--- src/rtl/ctrl_seq_if.sv ---
// Bus bundle between ctrl_seq and its instruction memory, data memory, register file and ALU.
// master is the sequencer side; slave is the side holding memories, register file and ALU.
interface ctrl_seq_if;
  logic [31:0] Read_PC;
  logic [31:0] Instruction;
  logic        Op2En;
  logic        Op2RW;
  logic        M_Clear;
  logic [31:0] R_W_Addr;
  logic [31:0] DataWrite;
  logic [31:0] DataRead;
  logic [1:0]  src_1;
  logic [1:0]  src_2;
  logic [31:0] data_src_1;
  logic [31:0] data_src_2;
  logic        opwrite;
  logic [1:0]  reg_write;
  logic [31:0] data;
  logic [31:0] rs;
  logic [31:0] rt;
  logic [3:0]  op;
  logic [31:0] rd;

  modport master (
    output Read_PC, Op2En, Op2RW, M_Clear, R_W_Addr, DataWrite,
           src_1, src_2, opwrite, reg_write, data, rs, rt, op,
    input  Instruction, DataRead, data_src_1, data_src_2, rd
  );

  modport slave (
    input  Read_PC, Op2En, Op2RW, M_Clear, R_W_Addr, DataWrite,
           src_1, src_2, opwrite, reg_write, data, rs, rt, op,
    output Instruction, DataRead, data_src_1, data_src_2, rd
  );
endinterface

--- src/rtl/ctrl_seq.sv ---
// Four-cycle FETCH/DECODE/EXEC/WB instruction sequencer; HALT is terminal until reset.
// Strobes decode straight from the state register, so reset removes them with no glitch.
module ctrl_seq #(
  parameter logic [31:0] RESET_PC = 32'd0,
  parameter logic [1:0]  ACC_REG  = 2'b10
) (
  input  logic       clk,
  input  logic       rst,
  input  logic       run,
  output logic       halted,
  ctrl_seq_if.master bus
);

  typedef enum logic [2:0] {
    S_FETCH  = 3'd0,
    S_DECODE = 3'd1,
    S_EXEC   = 3'd2,
    S_WB     = 3'd3,
    S_HALT   = 3'd4
  } state_t;

  localparam logic [2:0] OPC_ADD = 3'b000;
  localparam logic [2:0] OPC_SUB = 3'b001;
  localparam logic [2:0] OPC_DIV = 3'b010;
  localparam logic [2:0] OPC_MUL = 3'b011;
  localparam logic [2:0] OPC_CLR = 3'b100;
  localparam logic [2:0] OPC_HLT = 3'b101;
  localparam logic [2:0] OPC_RD  = 3'b110;
  localparam logic [2:0] OPC_WR  = 3'b111;

  state_t      r_state;
  state_t      w_state_nxt;
  logic [31:0] r_pc;
  logic [31:0] r_ir;
  logic [31:0] r_rs;
  logic [31:0] r_rt;
  logic [3:0]  r_op;
  logic [31:0] r_rdata;

  logic [2:0]  w_opc;
  logic [1:0]  w_fonte;
  logic [1:0]  w_dest;
  logic [31:0] w_imm;
  logic        w_arith;
  logic [3:0]  w_alu_op;

  assign w_opc   = r_ir[31:29];
  assign w_fonte = r_ir[28:27];
  assign w_dest  = r_ir[26:25];
  assign w_imm   = {7'd0, r_ir[24:0]};
  assign w_arith = ~w_opc[2];

  always_comb begin
    w_alu_op = 4'b0000;
    case (w_opc)
      OPC_ADD: w_alu_op = 4'b1000;
      OPC_SUB: w_alu_op = 4'b0100;
      OPC_DIV: w_alu_op = 4'b0001;
      OPC_MUL: w_alu_op = 4'b0010;
      default: w_alu_op = 4'b0000;
    endcase
  end

  always_ff @(posedge clk or posedge rst) begin
    if (rst) begin
      r_state <= S_FETCH;
      r_pc    <= RESET_PC;
      r_ir    <= 32'd0;
      r_rs    <= 32'd0;
      r_rt    <= 32'd0;
      r_op    <= 4'd0;
      r_rdata <= 32'd0;
    end else begin
      r_state <= w_state_nxt;
      case (r_state)
        S_FETCH: begin
          if (run) r_ir <= bus.Instruction;
        end
        S_EXEC: begin
          // ALU operands are frozen here so rd stays stable while WB writes it back
          if (w_arith) begin
            r_rs <= bus.data_src_2;
            r_rt <= w_imm;
            r_op <= w_alu_op;
          end
          if (w_opc == OPC_RD) r_rdata <= bus.DataRead;
        end
        S_WB: r_pc <= r_pc + 32'd1;
        default: ;
      endcase
    end
  end

  always_comb begin
    w_state_nxt = r_state;
    case (r_state)
      S_FETCH:  w_state_nxt = run ? S_DECODE : S_FETCH;
      S_DECODE: w_state_nxt = (w_opc == OPC_HLT) ? S_HALT : S_EXEC;
      S_EXEC:   w_state_nxt = S_WB;
      S_WB:     w_state_nxt = S_FETCH;
      S_HALT:   w_state_nxt = S_HALT;
      default:  w_state_nxt = S_FETCH;
    endcase
  end

  assign bus.Read_PC = r_pc;
  assign halted      = (r_state == S_HALT);

  always_comb begin
    bus.Op2En     = 1'b0;
    bus.Op2RW     = 1'b0;
    bus.M_Clear   = 1'b0;
    bus.R_W_Addr  = 32'd0;
    bus.DataWrite = 32'd0;
    bus.src_1     = 2'd0;
    bus.src_2     = 2'd0;
    bus.opwrite   = 1'b0;
    bus.reg_write = 2'd0;
    bus.data      = 32'd0;
    bus.rs        = 32'd0;
    bus.rt        = 32'd0;
    bus.op        = 4'd0;
    case (r_state)
      S_DECODE: begin
        if (w_arith)         bus.src_2 = w_fonte;
        if (w_opc == OPC_WR) bus.src_1 = w_fonte;
      end
      S_EXEC: begin
        // register-file selects stay up so a combinational read still feeds EXEC
        if (w_arith) begin
          bus.src_2 = w_fonte;
          bus.rs    = bus.data_src_2;
          bus.rt    = w_imm;
          bus.op    = w_alu_op;
        end
        case (w_opc)
          OPC_RD: begin
            bus.Op2En    = 1'b1;
            bus.R_W_Addr = w_imm;
          end
          OPC_WR: begin
            bus.src_1     = w_fonte;
            bus.Op2En     = 1'b1;
            bus.Op2RW     = 1'b1;
            bus.R_W_Addr  = w_imm;
            bus.DataWrite = bus.data_src_1;
          end
          OPC_CLR: begin
            bus.M_Clear  = 1'b1;
            bus.R_W_Addr = w_imm;
          end
          default: ;
        endcase
      end
      S_WB: begin
        if (w_arith) begin
          bus.rs        = r_rs;
          bus.rt        = r_rt;
          bus.op        = r_op;
          bus.opwrite   = 1'b1;
          bus.reg_write = ACC_REG;
          bus.data      = bus.rd;
        end else if (w_opc == OPC_RD) begin
          bus.opwrite   = 1'b1;
          bus.reg_write = w_dest;
          bus.data      = r_rdata;
        end
      end
      default: ;
    endcase
  end

endmodule

--- src/flat_wrapper.sv ---
// flat-port wrapper written by rule: the top's interface ports become plain ports
module ctrl_seq_flat 
#(
  parameter logic [31:0] RESET_PC = 32'd0,
  parameter logic [1:0]  ACC_REG  = 2'b10
)
  (clk, rst, run, halted, bus_Read_PC, bus_Op2En, bus_Op2RW, bus_M_Clear, bus_R_W_Addr, bus_DataWrite, bus_src_1, bus_src_2, bus_opwrite, bus_reg_write, bus_data, bus_rs, bus_rt, bus_op, bus_Instruction, bus_DataRead, bus_data_src_1, bus_data_src_2, bus_rd);
  ctrl_seq_if bus_i ();
  input  logic clk;
  input  logic rst;
  input  logic run;
  output logic halted;
  output wire logic [$bits(bus_i.Read_PC)-1:0] bus_Read_PC;
  output wire logic [$bits(bus_i.Op2En)-1:0] bus_Op2En;
  output wire logic [$bits(bus_i.Op2RW)-1:0] bus_Op2RW;
  output wire logic [$bits(bus_i.M_Clear)-1:0] bus_M_Clear;
  output wire logic [$bits(bus_i.R_W_Addr)-1:0] bus_R_W_Addr;
  output wire logic [$bits(bus_i.DataWrite)-1:0] bus_DataWrite;
  output wire logic [$bits(bus_i.src_1)-1:0] bus_src_1;
  output wire logic [$bits(bus_i.src_2)-1:0] bus_src_2;
  output wire logic [$bits(bus_i.opwrite)-1:0] bus_opwrite;
  output wire logic [$bits(bus_i.reg_write)-1:0] bus_reg_write;
  output wire logic [$bits(bus_i.data)-1:0] bus_data;
  output wire logic [$bits(bus_i.rs)-1:0] bus_rs;
  output wire logic [$bits(bus_i.rt)-1:0] bus_rt;
  output wire logic [$bits(bus_i.op)-1:0] bus_op;
  input wire logic [$bits(bus_i.Instruction)-1:0] bus_Instruction;
  input wire logic [$bits(bus_i.DataRead)-1:0] bus_DataRead;
  input wire logic [$bits(bus_i.data_src_1)-1:0] bus_data_src_1;
  input wire logic [$bits(bus_i.data_src_2)-1:0] bus_data_src_2;
  input wire logic [$bits(bus_i.rd)-1:0] bus_rd;
  assign bus_Read_PC = bus_i.Read_PC;
  assign bus_Op2En = bus_i.Op2En;
  assign bus_Op2RW = bus_i.Op2RW;
  assign bus_M_Clear = bus_i.M_Clear;
  assign bus_R_W_Addr = bus_i.R_W_Addr;
  assign bus_DataWrite = bus_i.DataWrite;
  assign bus_src_1 = bus_i.src_1;
  assign bus_src_2 = bus_i.src_2;
  assign bus_opwrite = bus_i.opwrite;
  assign bus_reg_write = bus_i.reg_write;
  assign bus_data = bus_i.data;
  assign bus_rs = bus_i.rs;
  assign bus_rt = bus_i.rt;
  assign bus_op = bus_i.op;
  assign bus_i.Instruction = bus_Instruction;
  assign bus_i.DataRead = bus_DataRead;
  assign bus_i.data_src_1 = bus_data_src_1;
  assign bus_i.data_src_2 = bus_data_src_2;
  assign bus_i.rd = bus_rd;
  ctrl_seq #(.RESET_PC(RESET_PC), .ACC_REG(ACC_REG)) u_core (.clk(clk), .rst(rst), .run(run), .halted(halted), .bus(bus_i));
endmodule
--- config.mk ---
export PLATFORM = sky130hd
export DESIGN_NAME = ctrl_seq_flat
export DESIGN_NICKNAME = d
export VERILOG_FILES = /design/src/rtl/ctrl_seq_if.sv /design/src/rtl/ctrl_seq.sv /design/src/flat_wrapper.sv
export SDC_FILE = /design/constraint.sdc
export NUM_CORES = 1
export LEC_CHECK = 0
export BUFFER_PORTS_ARGS = -buffer_cell sky130_fd_sc_hd__buf_2
export CAP_MARGIN = 20
export CORE_ASPECT_RATIO = 0.5
export CORE_MARGIN = 8
export CORE_UTILIZATION = 40
export DETAILED_ROUTE_END_ITERATION = 10
export HOLD_SLACK_MARGIN = 0.06
export PLACE_DENSITY = 0.79
export SETUP_SLACK_MARGIN = 0.3
export SYNTH_ARGS = -nofsm -noshare
export SYNTH_HDL_FRONTEND = slang
export SYNTH_SLANG_ARGS = --single-unit
--- constraint.sdc ---
create_clock -name clk -period 4.7 [get_ports clk]
set_input_delay 0 -clock clk [delete_from_list [all_inputs] [get_ports clk]]
set_output_delay 0 -clock clk [all_outputs]
set_load 0.05 [all_outputs]
==> impl_metrics.json, run 1 <==
{
  "rsz0062_at_grt": "false",
  "wl_per_cell_um": 17.8,
  "irDropWorstVdd_mv": 0.323,
  "core-area_um2": 19200,
  "tightest_slew_ns": 1.03,
  "power.switching_mw": 3.29,
  "clockBufferDepth": 2,
  "pwr-share-comb": 0.467,
  "placementRows": 36,
  "postLayoutSetupSlackWorst_ns": 1.35,
  "pin_count": 370,
  "post-place-ws_ns": 1.85,
  "syn_to_final_growth_pct": 44.8,
  "synthTopCellsByArea": "dfrtp_1 (52%), nand2_1 (14%), mux2_2 (9.3%), a22o_1 (5.5%), and2_1 (4.9%)",
  "syn_avg_cell_area_um2": 9.81,
  "ys_types": 38,
  "status": "complete, no violations",
  "skew_ns": 0.0130,
  "start_kind": "register",
  "die-area_um2": 24400,
  "internal-power_mw": 3.66,
  "drcViolationCount": 0,
  "cts_made_buffers": 17,
  "final-setup-viol-count": 0,
  "die_y_um": 114,
  "synth_seq_cells": 160,
  "ant_nets": 0,
  "fin_crit_sh": 0.712,
  "syn-instance-count": 791,
  "synth_top_area_cell": "dfrtp_1",
  "worstSkewPairLatency_ns": 0.41,
  "synth_commonest_cells": "nand2_1 (281), dfrtp_1 (160), mux2_2 (64), and2_1 (61), a22o_1 (49)",
  "crit_fanout": 50,
  "reg2reg_to": "u_core.bus.Read_PC[25]$_DFFE_PP0N_",
  "worstReg2RegStart": "u_core.r_state[2]$_DFF_PP0_",
  "async_flop_share": 1.00,
  "power_frac_seq": 0.348,
  "vias": 7422,
  "cts_tree": "built",
  "clk_pin_slew_worst_paths_ns": 0.07,
  "fin_setup_tns_ns": 0,
  "power.density_nw_per_um2": 618,
  "ys_warn_count": 0,
  "cp.required_ns": 4.70,
  "p_leak_nw": 6.19,
  "synth-edff-count": 0,
  "path_class": "reg -> out",
  "crit_path_end_kind": "output pin",
  "n_fill_cell": 1595,
  "hpwl_mm": 18.9,
  "final.min_clock_period_ns": 3.35,
  "routed_wl_mm": 26.8,
  "ctsResizeCount": 0,
  "grt_pass1_vias": 7621,
  "viasPerCell": 4.92,
  "drtIter0Drc": 551,
  "io_buffers": 355,
  "grt_overflow_total": 0,
  "antenna_found_initial": 2,
  "slew_viol_final": 0,
  "final_nets": 1390,
  "drive_gt1_frac": 0.383,
  "grt.total_usage": 0.212,
  "grt_pass1_wl_mm": 41.1,
  "hold_viol": 0,
  "rr_worst_depth": 4,
  "reg2reg_slack_ns": 2.53,
  "max_cap_violations": 0,
  "max_freq_ghz": 0.299,
  "cts_setup_buffers": 0,
  "root_buffer": "clkbuf_16",
  "drt_first_pass_iters": 5,
  "grt_max_degree": 118,
  "post-synth-top-area-fraction": 0.516,
  "cp.arrival_ns": 3.35,
  "power_frac_clock": 0.185,
  "synth_ff_type": "dfrtp_1",
  "clkSinkCount": 160,
  "seq_area_frac_synth": 0.516,
  "slew_headroom": 0.309,
  "postCtsHoldBufs": 98,
  "start_util": 0.404,
  "die_x_um": 213,
  "synth.most_common_cell": "nand2_1",
  "netlist_area_um2": 7760,
  "htreeDepth": 4,
  "min_path_type": "in -> async",
  "p_sw_frac": 0.473,
  "routabilityCongestion": 0.975
}
==> metal layers <==
layer / share of wire / global-route usage / up-vias / wire length [um]
li1: - / - / 3454 / -
met1: 0.37 / 0.240 / 3570 / 9990
met2: 0.52 / 0.374 / 307 / 14000
met3: 0.064 / 0.0497 / 91 / 1720
met4: 0.041 / 0.104 / 0 / 1100
met5: 0 / 0 / - / 0
==> power by group through the flow <==
| stage | clock network (mW) | logic (mW) | registers (mW) |
|---|---|---|---|
| after floorplan | 0 | 2.49 | 2.30 |
| after global placement | 0 | 3.08 | 2.39 |
| after detailed placement | 0 | 3.15 | 2.41 |
| after CTS | 1.32 | 3.22 | 2.39 |
| after global routing | 1.39 | 3.46 | 2.47 |
| final | 1.29 | 3.24 | 2.41 |
==> cell usage in the layout (no fill, tap or decap), types with 2 or more instances in the layout <==
master and instances:
clkinv_2 2, buf_4 7, diode_2 4, dlygate4sd3_1 98, and3_1 8, nand2b_1 2, buf_2 356, a21oi_1 5
a22o_1 49, nor2_1 11, clkbuf_16 17, nand2_1 281, nor2b_1 2, inv_6 5, and2_1 61, mux2_2 64
dfrtp_1 160, xnor2_1 26, clkinvlp_4 3, nand4_1 15, nor3_2 3, xor2_1 5, clkinv_4 4, nand3_1 11
conb_1 14, and4_1 5
==> sequential cells by signal, indices dropped and copies added, names as in the netlist <==
signal              flops
u_core.bus.Read_PC     32
u_core.r_ir            32
u_core.r_rdata         32
u_core.r_rs            32
u_core.r_rt            25
u_core.r_op             4
u_core.r_state          3
==> worst max path at each step <==
stage	startpoint	end	slack, ns	cells after the start
2_1_floorplan	rst	u_core.bus.Read_PC[0]$_DFFE_PP0N_	0.38	1
3_3_place_gp	u_core.r_state[2]$_DFF_PP0_	bus_rs[6]	2.02	5
3_5_place_dp	u_core.r_state[2]$_DFF_PP0_	bus_rs[10]	1.85	6
4_1_cts	u_core.r_state[2]$_DFF_PP0_	bus_rs[10]	1.39	6
5_1_grt	u_core.r_state[2]$_DFF_PP0_	bus_rt[14]	1.17	6
6_report	u_core.r_state[2]$_DFF_PP0_	bus_rs[0]	1.35	5
==> through the flow <==
stage	hold slack, ns	cell area [um^2]	utilization	cells	total power [mW]
after global placement	0.212	9640	0.501	1371	5.47
final	0.153	11200	0.584	1509	6.94
after CTS	0.313	11200	0.581	1502	6.94
after floorplan	0.105	7810	-	804	4.79
after detailed placement	0.221	9650	0.502	1372	5.56
after global routing	0.184	11200	0.584	1508	7.33
==> worst max-delay path: stages, from the launching register on <==
cell and delay, ns:
dfrtp_1 0.54, nand3b_2 0.40, nor2_4 0.84, buf_4 0.59, a22o_1 0.24, buf_2 0.29
==> area by class of cell <==
cell class / instances / area [um^2] / share of cell area
Timing Repair Buffer: 464 / 2870 / 0.256
Sequential cell: 160 / 4000 / 0.356
Tap cell: 266 / 333 / 0.0296
Antenna cell: 4 / 10.0 / 0.000890
Clock inverter: 13 / 103 / 0.00913
Clock buffer: 19 / 443 / 0.0394
Inverter: 2 / 12.5 / 0.00111
Multi-Input combinational cell: 581 / 3460 / 0.308
==> cells by family (layout without fill, tap and decap cells) <==
kind of cell	Yosys count	in the layout	share of synthesized area
simple gates	414	414	0.245
fa+ha+maj	1	1	0.00161
flops	160	160	0.516
xor+xnor	31	31	0.0350
compound gates	56	56	0.0605
other cells	1	18	0.000483
mux	65	65	0.0943
buf+inv	63	498	0.0469
No activity file was read; power rests on OpenSTA's default activity.
==> run 2: changes to the inputs <==
Settings changed: ABC_AREA set to 1, PLACE_DENSITY 0.79 to 0.81.
Clock period 4.7 ns to 2.75 ns, I/O delays scaled along.
==> run 2 against run 1 <==
Against the previous run: die area increased by 4.4%; sequential share of layout area decreased by 1.6 points; first-iteration DRC count increased by 12%; cell count increased by 21%; clock power increased by 76%; register-to-register slack got worse by 1.6 ns; final area increased by 4.7%; worst setup slack got worse by 0.90 ns; critical endpoint is now bus_reg_write[0]; largest cell class unchanged; highest routed layer unchanged.
==> impl_metrics.json, run 2 <==
{
  "status": "complete, no violations",
  "postPlaceCellArea_um2": 10200,
  "synth.most_common_cell": "nand2_1",
  "ys_warn_count": 0,
  "final-setup-viol-count": 0,
  "placementRows": 37,
  "crit_fanout": 36,
  "synth_seq_cells": 160,
  "grt_pass1_vias": 8660,
  "worstSkewPairLatency_ns": 0.42,
  "synth_top_area_cell": "dfrtp_1",
  "fin_crit_sh": 0.837,
  "netlist_area_um2": 8140,
  "cts_made_buffers": 17,
  "power_frac_clock": 0.457,
  "grt.busiest_layer": "met2",
  "final.min_clock_period_ns": 2.30,
  "die_y_um": 117,
  "htreeDepth": 4,
  "slew_headroom": 0.392,
  "drt_first_pass_iters": 5,
  "grt_use_met1": 0.253,
  "max_cap_violations": 0,
  "cts_tree": "built",
  "die_x_um": 218,
  "synthTopCellsByArea": "dfrtp_1 (49%), nand2_1 (12%), o21ai_0 (9.0%), inv_1 (8.5%), nor2_1 (4.9%)",
  "async_flop_share": 1.00,
  "crit_path_end_kind": "output pin",
  "cp.required_ns": 2.75,
  "grt.total_usage": 0.217,
  "clkSinkCount": 160,
  "syn-instance-count": 1100,
  "rsz0062_at_grt": "false",
  "drtIter0Drc": 616,
  "hpwl_mm": 19.6,
  "skew_ns": 0.0102,
  "routabilityCongestion": 0.865,
  "final_common_cell": "buf_2",
  "min_path_type": "in -> reg",
  "slew_viol_final": 0,
  "grt_pass1_wl_mm": 44.4,
  "start_kind": "register",
  "clk_pin_slew_worst_paths_ns": 0.06,
  "routed_wl_mm": 28.7,
  "power_frac_seq": 0.474,
  "power.density_nw_per_um2": 421,
  "hold_depth": 3,
  "post-synth-top-area-fraction": 0.492,
  "clockBufferDepth": 2,
  "synth_ff_type": "dfrtp_1",
  "final_cell_mix": "buf_2 (353), nand2_1 (264), inv_1 (183), dfrtp_1 (159), o21ai_0 (146)",
  "hold_viol": 0,
  "irDropWorstVdd_mv": 0.331,
  "power.switching_mw": 1.20,
  "ant_nets": 0,
  "grtUsageMet3": 0.0464,
  "path_class": "reg -> out",
  "rr_worst_depth": 7,
  "antenna_found_initial": 1,
  "internal-power_mw": 3.76,
  "max_freq_ghz": 0.435,
  "cp.arrival_ns": 2.30,
  "drcViolationCount": 0,
  "use_met2": 0.370,
  "ys_types": 29,
  "seq_area_frac_synth": 0.492,
  "power_mw": 4.96,
  "wl_per_cell_um": 15.7,
  "syn_to_final_growth_pct": 44.5,
  "io_buffers": 355,
  "tightest_slew_ns": 0.913,
  "pin_count": 370,
  "start_util": 0.402,
  "p_sw_frac": 0.242,
  "syn_avg_cell_area_um2": 7.40,
  "synth-edff-count": 0,
  "core-area_um2": 20300,
  "vias": 8777,
  "fin_area_um2": 11800,
  "final_nets": 1703,
  "grt_max_degree": 161,
  "p_leak_nw": 6.48,
  "root_buffer": "clkbuf_16",
  "viasPerCell": 4.81,
  "synth_commonest_cells": "nand2_1 (265), inv_1 (185), dfrtp_1 (160), o21ai_0 (146), nor2_1 (106)",
  "grt_overflow_total": 0,
  "die-area_um2": 25500,
  "drive_gt1_frac": 0.277,
  "fin_setup_tns_ns": 0,
  "pwr-share-comb": 0.068
}
[run 2: changes by cell type in the layout (fill, tap and decap cells not counted), sizes merged, moves of 26 or more]
cell	change
inv	+186
a21oi	+58
nor2	+102
o21ai	+156
a22o	-49
mux2	-64
nor3	+26
and2	-61
[run 2: kinds of logic (layout without fill, tap and decap cells)]
logic type	Yosys count	in the layout	synth area share
muxes	1	1	0.00138
xor gates and xnor gates	13	13	0.0140
other	1	15	0.000461
buffers and inverters	256	694	0.128
DFF	160	160	0.492
AOI/OAI and AO/OA	222	222	0.137
adders and majority gates	1	1	0.00154
and+or+nand+nor	446	447	0.226
[run 2: worst max-delay path, cell delays in order, from the launching register on]
cell and delay, ns:
dfrtp_1 0.40, nand2_1 0.08, nor2_2 0.07, buf_4 0.22, inv_2 0.29, nor4_1 0.44, buf_2 0.36
[run 2: worst paths after layout]
kind / to / slack, ns / from
max: bus_reg_write[0] / 0.45 / u_core.r_state[1]$_DFF_PP0_
max in group asynchronous: u_core.r_ir[31]$_DFFE_PP0P_ / 1.69 / rst
min: u_core.r_state[0]$_DFF_PP0_ / 0.16 / run
min reg2reg: u_core.r_rdata[31]$_DFFE_PP0P_ / 0.48 / u_core.r_rdata[31]$_DFFE_PP0P_
max reg2reg: u_core.r_rdata[19]$_DFFE_PP0P_ / 0.91 / u_core.r_ir[31]$_DFFE_PP0P_
min in group asynchronous: u_core.bus.Read_PC[11]$_DFFE_PP0N_ / 0.34 / rst
[run 2: repair_timing]
action                                  in CTS  in global routing
pin swaps                                    0                  1
hold buffers                                97                  0
hold endpoints to repair                   256                  0
setup buffers                                1                  3
endpoints found under the setup margin      34                 72
resized for setup                            4                  6
gates cloned                                 1                  1
[run 2: metal layers]
metal	share of wire	vias to the layer above
li1	-	4257
met1	0.39	4042
met2	0.50	374
met3	0.061	104
met4	0.053	0
met5	0	-
[run 2: power groups by stage]
stage               Sequential [mW]  Clock (mW)  Combinational [mW]
finish                         2.35        2.27               0.339
global route                   2.35        2.42               0.371
global placement               2.40           0               0.224
CTS                            2.35        2.32               0.337
detailed placement             2.40           0               0.226
floorplan                      2.40           0               0.108
[run 2: final cells by class]
type,instances,area [um^2]
Timing Repair inverter,1,7.51
Clock buffer,20,457
Fill cell,1813,8510
Multi-Input combinational cell,698,3180
Inverter,189,717
Sequential cell,160,4010
Timing Repair Buffer,472,2960
Tap cell,273,342
Clock inverter,12,101
Antenna cell,1,2.50
[run 2: per-stage QoR]
step	instances	util	setup WS, ns	hold WS (ns)
after floorplan	1113	-	0.316	0.132
after global placement	1690	0.501	0.708	0.220
after detailed placement	1690	0.501	0.690	0.227
after CTS	1821	0.577	0.307	0.138
after global routing	1826	0.580	0.307	0.186
final	1826	0.580	0.450	0.161
